<file path="src/rtl/lcd_spi_writer.sv">
// lcd_spi_writer
// Sends one 9-bit word (D/C flag + byte) to a SPI LCD panel, mode 0, MSB first.
// A transfer is accepted from IDLE when en_write is high and the post-transfer
// gap has expired. The byte is latched at acceptance, so input changes during
// the transfer are ignored.
//
// Parameters:
//   HALF_DIV   - sys_clk cycles per SCL half-period (1..255)
//   GAP_CYCLES - IDLE cycles after wr_done during which en_write is ignored (0..15)
// Ports:
//   sys_clk   - clock, rising edge
//   sys_rst_n - synchronous active-low reset
//   data      - [8] D/C select, [7:0] byte
//   en_write  - level request to send data
//   wr_done   - one-cycle pulse once the byte has left the pins
//   busy      - high from the cycle after acceptance through the wr_done cycle
//   lcd_cs_n, lcd_dc, lcd_scl, lcd_sdi - panel pins (all registered)
module lcd_spi_writer #(
  parameter int HALF_DIV   = 2,
  parameter int GAP_CYCLES = 4
) (
  input  logic       sys_clk,
  input  logic       sys_rst_n,
  input  logic [8:0] data,
  input  logic       en_write,
  output logic       wr_done,
  output logic       busy,
  output logic       lcd_cs_n,
  output logic       lcd_dc,
  output logic       lcd_scl,
  output logic       lcd_sdi
);

  typedef enum logic [1:0] {S_IDLE, S_SHIFT, S_DONE} state_t;

  localparam logic [7:0] HALF_LAST = 8'(HALF_DIV - 1);
  localparam logic [3:0] GAP_LOAD  = 4'(GAP_CYCLES);

  state_t     r_state;
  logic [7:0] r_shift;
  logic [2:0] r_bit;
  logic [7:0] r_half;
  logic [3:0] r_gap;
  logic       r_wr_done;
  logic       r_busy;
  logic       r_cs_n;
  logic       r_dc;
  logic       r_scl;
  logic       r_sdi;

  always_ff @(posedge sys_clk) begin
    if (!sys_rst_n) begin
      r_state   <= S_IDLE;
      r_shift   <= '0;
      r_bit     <= '0;
      r_half    <= '0;
      r_gap     <= '0;
      r_wr_done <= 1'b0;
      r_busy    <= 1'b0;
      r_cs_n    <= 1'b1;
      r_dc      <= 1'b0;
      r_scl     <= 1'b0;
      r_sdi     <= 1'b0;
    end else begin
      case (r_state)
        S_IDLE: begin
          if (r_gap != 4'd0) begin
            r_gap <= r_gap - 4'd1;
          end else if (en_write) begin
            r_shift <= data[7:0];
            r_dc    <= data[8];
            r_cs_n  <= 1'b0;
            r_sdi   <= data[7];
            r_scl   <= 1'b0;
            r_busy  <= 1'b1;
            r_bit   <= '0;
            r_half  <= '0;
            r_state <= S_SHIFT;
          end
        end

        S_SHIFT: begin
          if (r_half == HALF_LAST) begin
            r_half <= '0;
            if (!r_scl) begin
              // end of low phase: rising edge, panel samples SDI here
              r_scl <= 1'b1;
            end else if (r_bit == 3'd7) begin
              // end of the 8th high phase: release the bus
              r_scl     <= 1'b0;
              r_cs_n    <= 1'b1;
              r_sdi     <= 1'b0;
              r_wr_done <= 1'b1;
              r_state   <= S_DONE;
            end else begin
              // falling edge is the only place SDI moves
              r_scl   <= 1'b0;
              r_bit   <= r_bit + 3'd1;
              r_shift <= {r_shift[6:0], 1'b0};
              r_sdi   <= r_shift[6];
            end
          end else begin
            r_half <= r_half + 8'd1;
          end
        end

        S_DONE: begin
          // gap lets the producer update data off its registered wr_done
          r_wr_done <= 1'b0;
          r_busy    <= 1'b0;
          r_gap     <= GAP_LOAD;
          r_state   <= S_IDLE;
        end

        default: r_state <= S_IDLE;
      endcase
    end
  end

  assign wr_done  = r_wr_done;
  assign busy     = r_busy;
  assign lcd_cs_n = r_cs_n;
  assign lcd_dc   = r_dc;
  assign lcd_scl  = r_scl;
  assign lcd_sdi  = r_sdi;

endmodule
</file>
<file path="config.mk">
export PLATFORM = sky130hd
export DESIGN_NAME = lcd_spi_writer
export DESIGN_NICKNAME = d
export VERILOG_FILES = /design/src/rtl/lcd_spi_writer.sv
export SDC_FILE = /design/constraint.sdc
export NUM_CORES = 1
export LEC_CHECK = 0
export ABC_AREA = 1
export BUFFER_PORTS_ARGS = -buffer_cell sky130_fd_sc_hd__buf_2
export CAP_MARGIN = 20
export CORE_MARGIN = 8
export CORE_UTILIZATION = 55
export CTS_BUF_LIST = sky130_fd_sc_hd__clkbuf_2
export CTS_CLUSTER_SIZE = 14
export DETAILED_ROUTE_END_ITERATION = 12
export PLACE_DENSITY = 0.76
export SLEW_MARGIN = 10
export SYNTH_ARGS = -nofsm -noshare
export SYNTH_HDL_FRONTEND = slang
export SYNTH_SLANG_ARGS = --single-unit
</file>
<file path="constraint.sdc">
create_clock -name sys_clk -period 2.74 [get_ports sys_clk]
set_clock_uncertainty 0.1 [all_clocks]
set_input_delay 0.548 -clock sys_clk [delete_from_list [all_inputs] [get_ports sys_clk]]
set_output_delay 0.548 -clock sys_clk [all_outputs]
set_load 0.05 [all_outputs]
</file>
# --- Word level (Yosys, flattened, before mapping) ---
# Index checks and enable logic that the tools add are counted.
word_totals:
  regBits: 30
  latchBits: 0
  ram_bits: 0
  romBits: 0
  in_bits: 12
  wordCells: 84
  mem_count: 0
classes:
  addsub: 3
  multipliers: 0
  n_div: 0
  magnitude_cmp: 0
  eq_ne: 11
  shift: 0
  mux: 43
  bitwise: 1
  reduce_logical: 15
op_table:
  columns: ["cell", "count"]
  rows:
  - ["two-way mux 7 bit", 5]
  - ["two-way mux 8 bit", 3]
  - ["one-hot mux 8 bit (2 select lines)", 1]
  - ["two-way mux 3 bit", 5]
  - ["two-way mux 1 bit", 14]
  - ["!= test 2 bit, second input constant", 7]
  - ["one-hot mux 7 bit (2 select lines)", 1]
  - ["AND reduction 6 bit", 2]
  - ["two-way mux 2 bit", 5]
  - ["one-hot mux 1 bit (2 select lines)", 5]
  - ["AND reduction 5 bit", 2]
  - ["AND reduction 3 bit", 3]
  - ["adder 8 x 1 -> 8 bit, second input constant", 1]
  - ["== test 8 x 1 -> 1 bit, second input constant", 1]
  - ["one-hot mux 4 bit (2 select lines)", 1]
  - ["AND reduction 4 bit", 2]
  - ["one-hot mux 3 bit (2 select lines)", 1]
  - ["nonzero test 2 bit", 3]
  - ["two-way mux 4 bit", 1]
  - ["one-hot mux 2 bit (2 select lines)", 1]
  - ["nonzero test 4 bit", 1]
  - ["subtractor 4 x 1 -> 4 bit, second input constant", 1]
  - ["adder 3 x 1 -> 3 bit, second input constant", 1]
  - ["== test 3 bit, second input constant", 1]
  - ["other kinds (5)", 5]

# --- Logic depth before layout (Yosys ltp) ---
# Gate-level depths: netlist of the first run.
logic_depth:
  ltp_word: 5
  mapped_depth: 11
  mapped_depth_nobuf: 10

# --- Least setup slack after synthesis of the first run ---
# Ideal clock, no wire load.
synth_timing:
  kind: "reg-to-reg"
  from: "reg r_scl, in the netlist lcd_scl"
  to: "reg r_shift[1]"
  setup_ns: 0.110
  arrival_ns: 1.401
  slack_ns: 1.129
  stages_incl_launch_ff: 7
  synth_period_minus_slack_ns: 1.611
  path_cell_list: "dfxtp_1 inv_1 o21ai_2 buf_2 nand4_1 nand2_1 nor2_1"
synth_via:
  elab_chain_cells: 2
synth_lines:
  columns: ["item", "line_no", "text"]
  rows:
  - ["from (decl)", "48", "logic r_scl;"]
  - ["from (signal assigned)", "62", "r_scl <= 1'b0;"]
  - ["from (signal assigned)", "74", "r_scl <= 1'b0;"]
  - ["from (signal assigned)", "87", "r_scl <= 1'b1;"]
  - ["!= test 2 bit (no source line)", null, null]
  - ["AND reduction 6 bit (no source line)", null, null]
  - ["to (signal assigned)", "70", "r_shift <= data[7:0];"]
  - ["to (signal assigned)", "99", "r_shift <= {r_shift[6:0], 1'b0};"]
  - ["to (decl)", "40", "logic [7:0] r_shift;"]
# Every way passes these cells.
# A chain may end at the register's enable or synchronous reset.

# --- Worst setup path in the final report of the first run ---
layout_timing:
  from: "reg r_gap[0]"
  to: "reg r_shift[5]"
layout_via:
  elab_chain_cells: 3
layout_lines:
  columns: ["item", "line_no", "text"]
  rows:
  - ["from (decl)", "43", "logic [3:0] r_gap;"]
  - ["from (signal assigned)", "68", "r_gap <= r_gap - 4'd1;"]
  - ["nonzero test 4 bit", "67", "if (r_gap != 4'd0) begin"]
  - ["!= test 2 bit (no source line)", null, null]
  - ["AND reduction 6 bit (no source line)", null, null]
# Every way passes these cells.

==> run summary, run 1 <==
Setup violators final: 0
Cell variety after synth: 26
Setup TNS: 0 ps
H-tree depth: 2
PostCTS Resize Cnt: 0
Final Worst Setup Slack: 818 ps
Clock Latency Late Sink: 370 ps
Synth cell count leaders: nand2_1 (80), inv_1 (49), dfxtp_1 (30)
Vias/cell: 4.96
First-pass GRT wire length: 6030 µm
Synth Net Count: 275
Clock Path Buffers: 2
Synth top area share: 36.4%
Crit. End Element: register
Crit Path Class: register to register
Grt total ovfl: 0
Rel. slew slack: 67.0%
Reg2Reg Depth: 9
Post-CTS setup buffers: 0
Top_reg_cell synth: dfxtp_1
Worst hold start: r_gap[0]
CP required: 2940 ps
GP Congestion: 0.842
Clock root buffer: clkbuf_2
Seq cells post-synth: 30
Total number of vias: 1,539
Slew @ Worst Pin: 494 ps
CTS tree: yes
Worst EP arrival: 2120 ps
Synthesized cell area: 1650 µm²
Reg clk slew, reported paths: 160 ps
Final Cell Area: 1810 µm²
CP Launch Type: register
Final wirelength: 3400 µm
Ant diodes: 0
Static Leak: 0.000917 µW
GR Util All Layers: 14.6%
Worst slack at placement: 869 ps
Initial antenna violation count: 0
Routed Antenna Nets: 0
Synth Instances: 258
Clock Sinks: 30
Starting Density: 55.8%
PwrDens: 1250 nW/µm²
Syn Area/Cell: 6.39 µm²
Detail Placement HPWL: 2430 µm
Largest area contributor in the netlist: dfxtp_1
Tot Pwr: 2270 µW
DR pass1 iterations: 4
Number of synthesized flops with an enable pin: 0
FF-to-FF setup slack: 820 ps
Hold depth: 1
Seq/Total Area, Yosys: 36.4%
Final critical-path share of the clock period: 70.1%
Fin nets: 294
WHS Endpoint: r_gap[0]
Area of the die: 5010 µm²
Die height: 70.8 µm
Max Cap Viol: 0
Status: complete, no violations
Share of layout cells above drive strength 1: 11.6%
Vias in the first global route: 1,424
Final hold violation count: 0
F_max: 520 MHz
Top Ports: 18
Die W: 70.8 µm
Main area contributors after synthesis: dfxtp_1 (36%), nand2_1 (18%), inv_1 (11%)
P&R area growth vs syn: 10.0%
Largest net degree at the start of global routing: 22
VDD IR max: 0.000645 V
Placeable Area: 2950 µm²
Slew Limit Fails: 0
Final worst path period need: 1920 ps
CP Max Fanout: 13
Routed len/inst: 11.0 µm
Reg-to-Reg Start: r_gap[0]
Most common cell in the netlist: nand2_1
Remaining DRCs: 0
# rows: 20
Hold Crit Class: register to register
CTS hold repair buffers: 0
Initial DRC Count: 87
# port buffers: 17
CTS buffer count: 5
Placed inst area: 1760 µm²
Yosys warnings: 0
Filler cell count: 311
R2R Path End: r_shift[5]
RSZ-0062 raised after global routing: false
Synth async-reset ratio: 0%
critical path, stage by stage (launching register included):
cell     delay [ps]
dfxtp_1         340
inv_1            90
ha_1            220
nand2_1         100
a21oi_2         340
buf_4           270
nand3_4         150
nand2_1         100
inv_1            40
nor2_1          100
cells by family (layout without fill, tap and decap cells):
kind of cell | Yosys count | in the layout | synth area share, %
simple gates | 135 | 135 | 35.4
buf+inv | 59 | 78 | 14.2
flops | 30 | 30 | 36.4
compound gates | 27 | 27 | 9.18
fa+ha+maj | 5 | 5 | 3.79
xor+xnor | 2 | 2 | 1.06
through the flow:
stage               hold WS (ps)  instances  util [%]
floorplan                    303        258         -
global placement             316        303      59.4
detailed placement           325        303      59.4
CTS                          346        310      61.4
global route                 369        310      61.4
finish                       342        310      61.4
layer usage:
layer / vias up / wire, µm / GRT usage [%]
met3: 5 / 140 / 5.37
met5: - / 0 / 0
met1: 677 / 1570 / 16.9
li1: 834 / - / -
met4: 0 / 43 / 5.54
met2: 23 / 1650 / 23.7
area by class of cell:
cell class	count	area, µm²	share of cell area (%)
clock buffer	5	25.0	1.38
clock inverter	2	33.8	1.86
inverter	51	191	10.6
multi-input combinational	169	815	44.9
sequential	30	601	33.1
tap	33	41.3	2.28
timing repair buffer	20	108	5.93
how the worst max path moves through the flow:
stage,endpoint,depth (start not counted),start
floorplan,r_shift[1],6,lcd_scl
global placement,r_shift[3],8,en_write
detailed placement,r_shift[5],8,en_write
CTS,r_shift[5],9,r_gap[0]
global route,r_shift[6],9,r_gap[0]
finish,r_shift[5],9,r_gap[0]
state kept, by name, summed over array words and instances (netlist names):
signal and cells:
r_gap 4, r_state 2, lcd_cs_n 1, lcd_sdi 1, r_half 8, busy 1, wr_done 1, r_shift 7
r_bit 3, lcd_scl 1, lcd_dc 1
placed cells by master, fill, tap and decap left out:
master,n
nand2_1,80
inv_1,49
dfxtp_1,30
nor2_1,25
buf_2,17
nand4_1,15
a21oi_1,13
nand3_1,11
o21ai_0,8
ha_1,5
clkbuf_2,5
buf_4,3
clkinv_1,2
nor3_1,1
inv_2,1
nor2_4,1
nor2_2,1
a21oi_2,1
o21ai_2,1
nand3_4,1
xor2_1,1
o21a_1,1
o22ai_1,1
xnor2_1,1
o31ai_1,1
o211ai_1,1
bufinv_16,1
where the power goes:
group          switching [µW]  internal [µW]  total (µW)  leakage (µW)
logic                     869            420        1290      0.000635
clock network             151            147         298     0.0000365
registers                93.6            594         687      0.000246
total                    1110           1160        2270      0.000917
No activity file was read; power rests on OpenSTA's default activity.
==> run 2, diff against run 1 <==
ABC_AREA = 0   (was 1)
PLACE_DENSITY = 0.77   (was 0.76)
clock period = 1.85 ns   (was 2.74 ns; I/O delays follow)
==> run summary, run 2 <==
Status: complete, no violations
CP Max Fanout: 4 (-9)
Biggest regs: r_half: 8 flops, r_shift: 7 flops, r_gap: 4 flops
Largest area contributor in the netlist: dfxtp_1
Placeable Area: 2690 µm² (-9.0%)
Syn Area/Cell: 9.01 µm² (+41%)
# port buffers: 17 (unchanged)
Clock root buffer: clkbuf_2
Biggest register: r_half
Highest-count cells in the layout ignoring fill and taps: dfxtp_1 (28), buf_4 (18), buf_2 (17), a21oi_1 (16), nor2_1 (11)
Worst hold start: data[8]
Top delay family on crit path: simple AND/OR/NAND/NOR gates
Synthesized cell area: 1510 µm² (-8.7%)
Synth async-reset ratio: 0% (unchanged)
Worst setup startpoint: r_half[1]
Most common cell in the netlist: dfxtp_1
Seq cells post-synth: 30 (unchanged)
Critical path, cell by cell: inv_1 -> ha_1 -> nor4b_4 -> buf_4 -> nand4_1 -> a221oi_2 -> a311oi_1
P&R area growth vs syn: 23.2%
Vias in the first global route: 1,434 (+0.70%)
Clock Sinks: 30 (unchanged)
Synth top area share: 39.9% (+3.5 points)
Final wirelength: 3870 µm (+14%)
Reg clk slew, reported paths: 170 ps (about the same)
Grt total ovfl: 0 (unchanged)
Synth cell count leaders: dfxtp_1 (30), a21oi_1 (16), nor2_1 (11)
Max Cap Viol: 0 (unchanged)
Starting Density: 56.0% (+0.18 points)
CP Launch Type: register
Setup violators final: 0 (unchanged)
Ant diodes: 0 (unchanged)
Initial DRC Count: 84 (-3.4%)
Top Ports: 18 (unchanged)
Clock Path Buffers: 2 (unchanged)
F_max: 545 MHz (+4.7%)
Slew @ Worst Pin: 344 ps (-150 ps)
Seq/Total Area, Yosys: 39.9% (+3.5 points)
Worst EP arrival: 2000 ps (-120 ps)
Total number of vias: 1,394 (-9.4%)
Die W: 68.3 µm (-3.4%)
Crit Path Class: register to register
Critical path buffer and inverter count: 2 (-1)
VDD IR max: 0.000934 V (+45%)
Fin nets: 218 (-26%)
Vias/cell: 5.98 (+21%)
Main area contributors after synthesis: dfxtp_1 (40%), a21oi_1 (5.3%), ha_1 (4.2%)
First-pass GRT wire length: 6440 µm (+6.9%)
Final hold violation count: 0 (unchanged)
Clock Latency Late Sink: 370 ps (about the same)
Routed Antenna Nets: 0 (unchanged)
Final critical-path share of the clock period: 99.2% (+29 points)
Initial antenna violation count: 0 (unchanged)
Share of layout cells above drive strength 1: 28.2% (+17 points)
CTS buffer count: 5 (unchanged)
Hold Crit Class: primary input to register
CP required: 2020 ps (-920 ps)
H-tree depth: 2 (unchanged)
DR pass1 iterations: 4 (unchanged)
Area of the die: 4670 µm² (-6.8%)
Detail Placement HPWL: 2700 µm (+11%)
Synth Instances: 167 (-35%)
Slowest CP cell: dfxtp_1
Placed inst area: 1690 µm² (-3.6%)
Rel. slew slack: 76.9% (+9.9 points)
Routed len/inst: 16.6 µm (+52%)
Static Leak: 0.000835 µW (-8.9%)
GR Util All Layers: 18.0% (+3.5 points)
Reg-to-Reg Start: r_half[1]
Number of synthesized flops with an enable pin: 0 (unchanged)
Largest net degree at the start of global routing: 16 (-27%)
# rows: 19 (-5.0%)
Slew Limit Fails: 0 (unchanged)
Final Util: 69.0% (+7.6 points)
CTS tree: yes
Synth Net Count: 184 (-33%)
Largest register FFs: 8 (unchanged)
Final worst path period need: 1840 ps (-86.3 ps)
Die height: 68.3 µm (-3.4%)
Commonest non-fill, non-tap cell in the layout: dfxtp_1
Yosys warnings: 0 (unchanged)
Cell variety after synth: 46 (+77%)
Top_reg_cell synth: dfxtp_1
Crit. End Element: register
Final Cell Area: 1850 µm² (+2.2%)
Remaining DRCs: 0 (unchanged)
CP peak stage delay: 370 ps (+30 ps)
PwrDens: 1410 nW/µm² (+12%)
GP Congestion: 0.809 (-4.0%)
## run 2: timing repair
action,in CTS,in global routing
resized for setup,0,11
setup buffers,2,2
pin swaps,1,1
setup endpoints to repair,5,21
hold buffers,0,0
## run 2: worst reg2reg max path: stages (launching register included)
cell and delay (ps):
dfxtp_1 370, inv_1 90, ha_1 150, nor4b_4 300, buf_4 180, nand4_1 160
a221oi_2 300, a311oi_1 80
## run 2: path summary, 6_finish.rpt
kind | endpoint | slack, ps | cells past startpoint
worst max-delay path | lcd_sdi | 10 | 7
worst min-delay path | lcd_dc | 120 | 3
worst max register to register | lcd_sdi | 10 | 7
worst min register to register | r_shift[0] | 380 | 2
## run 2: final cells by class
class	count	area [µm²]
well taps	31	38.8
multi-input cells	121	873
clock buffers	5	25.0
clock inverters	3	63.8
inverters	8	30.0
repair buffers	35	220
fillers	216	832
flip-flops and latches	30	603
## run 2: cell families (layout without fill, tap and decap cells)
| family | count (synthesis) | count (layout) | share of synthesized area, % |
|---|---|---|---|
| buf+inv | 16 | 51 | 4.74 |
| simple gates | 59 | 59 | 23.9 |
| xor+xnor | 6 | 6 | 3.49 |
| fa+ha+maj | 5 | 5 | 4.16 |
| flops | 30 | 30 | 39.9 |
| compound gates | 45 | 45 | 19.8 |
| mux | 6 | 6 | 3.99 |
## run 2: power by group
part | leakage [µW] | internal [µW] | switching, µW
Combinational | 0.000539 | 459 | 649
Clock | 0.0000506 | 360 | 236
Sequential | 0.000246 | 792 | 114
Total | 0.000835 | 1610 | 999
## run 2: routing by layer
layer | part of all wire (%) | routed length (µm) | GRT usage, % | vias up
met3 | 4.2 | 164 | 4.91 | 11
met1 | 42 | 1630 | 21.3 | 672
met4 | 2.2 | 87 | 10.2 | 0
met2 | 51 | 1990 | 29.0 | 34
li1 | - | - | - | 677
met5 | 0 | 0 | 0 | -
## run 2: metrics by stage
| step | power [µW] | hold WS (ps) | setup WS, ps | TNS, ps | instances |
|---|---|---|---|---|---|
| after floorplan | 1620 | 341 | 98.8 | 0 | 167 |
| after global placement | 1880 | 340 | 86.7 | 0 | 221 |
| after detailed placement | 1920 | 363 | 8.71 | 0 | 221 |
| after CTS | 2540 | 111 | 7.93 | 0 | 231 |
| after global routing | 2760 | 105 | -17.9 | -54.3 | 233 |
| final | 2610 | 117 | 14.7 | 0 | 233 |
